--- config.mk ---
export PLATFORM = sky130hd
export DESIGN_NAME = banco_registradores
export DESIGN_NICKNAME = d
export VERILOG_FILES = /design/src/rtl/banco_registradores_pkg.sv /design/src/rtl/porta_leitura.sv /design/src/rtl/banco_registradores.sv
export SDC_FILE = /design/constraint.sdc
export NUM_CORES = 2
export LEC_CHECK = 0
export ABC_CLOCK_PERIOD_IN_PS = 3600
export CORE_MARGIN = 10
export CORE_UTILIZATION = 38
export CTS_BUF_LIST = sky130_fd_sc_hd__clkbuf_16
export CTS_CLUSTER_DIAMETER = 60
export DETAILED_ROUTE_END_ITERATION = 6
export PLACE_DENSITY = 0.64
export SLEW_MARGIN = 0
export SYNTH_ARGS = -nofsm -noshare
export SYNTH_HDL_FRONTEND = slang
export SYNTH_SLANG_ARGS = --single-unit
export TNS_END_PERCENT = 50
--- constraint.sdc ---
create_clock -name clock -period 3.6 [get_ports clock]
set_clock_uncertainty 0.15 [all_clocks]
set_input_delay 0.54 -clock clock [delete_from_list [all_inputs] [get_ports clock]]
set_output_delay 0.54 -clock clock [all_outputs]
set_load 0.05 [all_outputs]
--- src/rtl/banco_registradores_pkg.sv ---
// Shared constants for the register file, also imported by the ALU and the control unit.
package banco_registradores_pkg;

    parameter int unsigned LARGURA_PADRAO       = 32;
    parameter int unsigned BITS_ENDERECO_PADRAO = 5;
    parameter int unsigned REG_ZERO             = 0;
    parameter int unsigned NUM_REGS             = 2 ** BITS_ENDERECO_PADRAO;

endpackage

--- src/rtl/porta_leitura.sv ---
// One registered read port: register-zero check, write-first bypass and hold while le=0.
module porta_leitura
    import banco_registradores_pkg::*;
#(
    parameter int unsigned LARGURA       = LARGURA_PADRAO,
    parameter int unsigned BITS_ENDERECO = BITS_ENDERECO_PADRAO
) (
    input  logic                        clock,
    input  logic                        reset,
    input  logic                        le,
    input  logic [BITS_ENDERECO-1:0]    endereco,
    input  logic                        escreve_reg,
    input  logic [BITS_ENDERECO-1:0]    endereco_escrita,
    input  logic signed [LARGURA-1:0]   dado_escrita,
    input  logic signed [LARGURA-1:0]   dado_armazenado,
    output logic signed [LARGURA-1:0]   dado
);

    logic signed [LARGURA-1:0] dado_d, dado_q;

    // Register zero wins over the bypass, so a write to r0 never leaks out.
    always_comb begin
        dado_d = dado_q;
        if (le) begin
            if (endereco == BITS_ENDERECO'(REG_ZERO)) begin
                dado_d = '0;
            end else if (escreve_reg && (endereco_escrita == endereco)) begin
                dado_d = dado_escrita;
            end else begin
                dado_d = dado_armazenado;
            end
        end
    end

    always_ff @(posedge clock) begin
        if (reset) begin
            dado_q <= '0;
        end else begin
            dado_q <= dado_d;
        end
    end

    assign dado = dado_q;

endmodule

--- src/rtl/banco_registradores.sv ---
// 2^BITS_ENDERECO x LARGURA register file with two registered read ports, one write port
// and an N/Z flags register. Register 0 always reads as zero.
module banco_registradores
    import banco_registradores_pkg::*;
#(
    parameter int unsigned LARGURA       = LARGURA_PADRAO,
    parameter int unsigned BITS_ENDERECO = BITS_ENDERECO_PADRAO
) (
    input  logic                        clock,
    input  logic                        reset,
    input  logic                        le,
    input  logic [BITS_ENDERECO-1:0]    endereco_X,
    input  logic [BITS_ENDERECO-1:0]    endereco_Y,
    output logic signed [LARGURA-1:0]   var_X,
    output logic signed [LARGURA-1:0]   var_Y,
    input  logic                        escreve_reg,
    input  logic [BITS_ENDERECO-1:0]    endereco_escrita,
    input  logic signed [LARGURA-1:0]   dado_escrita,
    input  logic                        escreve_flags,
    input  logic                        flag_N,
    input  logic                        flag_Z,
    output logic                        flag_N_reg,
    output logic                        flag_Z_reg
);

    localparam int unsigned NUM_ENTRADAS = 2 ** BITS_ENDERECO;

    logic signed [LARGURA-1:0] regs_q [NUM_ENTRADAS];
    logic                      flag_n_q, flag_z_q;

    always_ff @(posedge clock) begin
        if (reset) begin
            for (int i = 0; i < int'(NUM_ENTRADAS); i++) begin
                regs_q[i] <= '0;
            end
        end else if (escreve_reg && (endereco_escrita != BITS_ENDERECO'(REG_ZERO))) begin
            regs_q[endereco_escrita] <= dado_escrita;
        end
    end

    always_ff @(posedge clock) begin
        if (reset) begin
            flag_n_q <= 1'b0;
            flag_z_q <= 1'b0;
        end else if (escreve_flags) begin
            flag_n_q <= flag_N;
            flag_z_q <= flag_Z;
        end
    end

    assign flag_N_reg = flag_n_q;
    assign flag_Z_reg = flag_z_q;

    porta_leitura #(
        .LARGURA       (LARGURA),
        .BITS_ENDERECO (BITS_ENDERECO)
    ) u_porta_x (
        .clock            (clock),
        .reset            (reset),
        .le               (le),
        .endereco         (endereco_X),
        .escreve_reg      (escreve_reg),
        .endereco_escrita (endereco_escrita),
        .dado_escrita     (dado_escrita),
        .dado_armazenado  (regs_q[endereco_X]),
        .dado             (var_X)
    );

    porta_leitura #(
        .LARGURA       (LARGURA),
        .BITS_ENDERECO (BITS_ENDERECO)
    ) u_porta_y (
        .clock            (clock),
        .reset            (reset),
        .le               (le),
        .endereco         (endereco_Y),
        .escreve_reg      (escreve_reg),
        .endereco_escrita (endereco_escrita),
        .dado_escrita     (dado_escrita),
        .dado_armazenado  (regs_q[endereco_Y]),
        .dado             (var_Y)
    );

endmodule

==> flow_metrics.env <==
export IMPL_outcome="finished with violations"
export IMPL_violations="DRC"
export IMPL_drive_above_1_share_pct=21.89
export IMPL_pre_cts_ws_ps=259.5
export IMPL_grt_pass1_wl_mm=269.7
export IMPL_dr_pass1_iters=7
export IMPL_gp_congestion=0.8391
export IMPL_num_vias=37074
export IMPL_synthFlopType="edfxtp_1"
export IMPL_drt_iter0_markers=4441
export IMPL_syn_mean_instance_area_um2=14.54
export IMPL_cp_required_ps=2910
export IMPL_clk_latency_ps=720
export IMPL_crit_type="reg2out"
export IMPL_powerDensity_nw_per_um2=469.2
export IMPL_cts_hold_buffers=0
export IMPL_slew_violations=0
export IMPL_synth_cell_type_count=44
export IMPL_crit_arrival_ps=2090
export IMPL_final_cells=6148
export IMPL_p_sw_share_pct=25.93
export IMPL_largest_reg_flops=1024
export IMPL_die_area_um2=166400
export IMPL_cts_made_buffers=118
export IMPL_htree_levels=3
export IMPL_clockRootBuffer="clkbuf_16"
export IMPL_setup_tns_ps=0
export IMPL_pwr_share_seq_pct=48.7
export IMPL_dieWidth_um=407.9
export IMPL_power_switching_mw=7.983
export IMPL_internal_power_mw=22.80
export IMPL_coreArea_um2=149600
export IMPL_synthCells=3933
export IMPL_critPathCaptureType="output pin"
export IMPL_final_common_cell="edfxtp_1"
export IMPL_ios=120
export IMPL_clkPwrFrac_pct=38.3
export IMPL_fin_crit_sh_pct=77.33
export IMPL_start_kind="flop"
export IMPL_rows=142
export IMPL_final_nets=4077
export IMPL_pwr_share_comb_pct=13.0
export IMPL_cts_resized=0
export IMPL_placed_area_um2=61870
export IMPL_clockBufferDepth=3
export IMPL_tightest_slew_ps=1250
export IMPL_async_flop_share_pct=0
export IMPL_grt_max_degree=88
export IMPL_max_stage_delay_ps=880
export IMPL_maxCapViolCount=0
export IMPL_max_freq_ghz=0.3592
export IMPL_cts_sinks=1090
export IMPL_path_buf_inv=1
export IMPL_wl_per_cell_um=30.64
export IMPL_fin_area_um2=65610
export IMPL_portBuffers=119
export IMPL_synth_area_leaders="edfxtp_1 (54%), mux4_2 (15%), and2_1 (11%)"
export IMPL_setup_viol=0
export IMPL_total_power_mw=30.78
export IMPL_drt_total_wl_mm=188.4
export IMPL_synth_edf_count=1024
export IMPL_period_minus_slack_ps=2784
export IMPL_antenna_found_initial=11
export IMPL_place_inst=5919
export IMPL_vias_per_cell=6.030
export IMPL_hold_viol=0
export IMPL_worst_path_max_fanout=2
export IMPL_cts_tree="built"
export IMPL_grt_remaining_overflow=0
export IMPL_start_util_pct=38.22
export IMPL_area_growth_pct=14.77
export IMPL_synth_seq_area_share_pct=56.10
export IMPL_synth_largest_area_cell="edfxtp_1"
export IMPL_p_leak_nw=22.91
export IMPL_fin_ws_ps=816.1
export IMPL_yosys_warnings=0
export IMPL_ys_ff_latch=1090
export IMPL_netlist_area_um2=57170
export IMPL_synth_top_area_share_pct=53.79
export IMPL_detail_route_antenna_nets=0
export IMPL_drc_errors=1
export IMPL_die_y_um=407.9
export IMPL_dp_hpwl_mm=116.0
export IMPL_path_cells="clkdlybuf4s50_1"
export IMPL_rsz0062_at_grt="false"
export IMPL_grt_pass1_vias=37270
export IMPL_slew_headroom_pct=16.39
export IMPL_cts_setup_buffers=0
export IMPL_grt_use_total_pct=21.97
export IMPL_crit_family="buffers and inverters"
export IMPL_final_cell_mix="edfxtp_1 (1024), and2_1 (992), mux4_2 (384)"
export IMPL_cpMaxStageDelayCell="clkdlybuf4s50_1"
export IMPL_cts_clk_slew_worst_paths_ps=60
export IMPL_largest_register="regs_q"
export IMPL_vdd_drop_max_uv=441.8
export IMPL_hold_class="in2reg"
==> per-layer routing <==
layer | global-route usage, % | vias up | wire, um
li1 | - | 15392 | -
met1 | 29.66 | 19171 | 74400
met2 | 35.33 | 2122 | 88560
met3 | 4.644 | 383 | 19420
met4 | 7.019 | 6 | 5960
met5 | 0 | - | 46
==> cells in the mapped netlist (all sizes together) (26+ instances only) <==
library cell / count
a21oi: 44
a211o: 42
mux4: 384
nor2: 72
clkbuf: 283
nand2: 26
a22o: 64
a22oi: 96
edfxtp: 1024
buf: 143
and2: 995
dfxtp: 66
or2: 31
o21a: 32
o221ai: 32
o21ai: 33
mux2i: 268
a221oi: 160
==> metrics by stage <==
stage | hold WS (ps) | util (%)
floorplan | 528.6 | -
global placement | 331.7 | 41.36
CTS | 198.5 | 43.85
global route | 243.9 | 43.86
detailed placement | 346.5 | 41.36
finish | 194.0 | 43.86
==> power groups by stage <==
stage	sequential, mW	combinational, mW	clock [mW]
2_1_floorplan	15.3	2.21	0
3_3_place_gp	15.2	3.93	0
3_5_place_dp	15.2	3.96	0
4_1_cts	15.0	3.97	11.9
5_1_grt	15.1	4.17	12.4
6_report	15.0	4.00	11.8
==> cells by family after synthesis <==
group | Yosys count | synth area share (%)
other | 1 | 0.006559
XOR/XNOR | 10 | 0.1532
AND/OR/NAND/NOR | 1190 | 12.63
multiplexers | 674 | 20.25
buffers and inverters | 429 | 3.464
AO/OA/AOI/OAI | 539 | 7.395
flip-flops | 1090 | 56.10
==> worst paths after layout <==
kind | slack (ps) | start | endpoint | depth (start not counted)
worst max-delay path | 820 | u_porta_y.dado[17]$_SDFFE_PP0P_ | var_Y[17] | 1
worst min-delay path | 190 | reset | flag_N_reg$_SDFFE_PP0P_ | 3
worst max register to register | 1390 | regs_q[24][4]$_SDFFCE_PN0P_ | u_porta_y.dado[4]$_SDFFE_PP0P_ | 5
worst min register to register | 350 | flag_Z_reg$_SDFFE_PP0P_ | flag_Z_reg$_SDFFE_PP0P_ | 2
==> cell type report <==
cell class	count	area, um2
diodes	3	7.507
clock buffers	119	2978
clock inverters	107	753.2
fillers	13294	83990
inverters	3	11.26
multi-input cells	2445	23480
flip-flops and latches	1090	32070
well taps	2016	2522
repair buffers	365	3794
(Power assumes the default switching activity.)
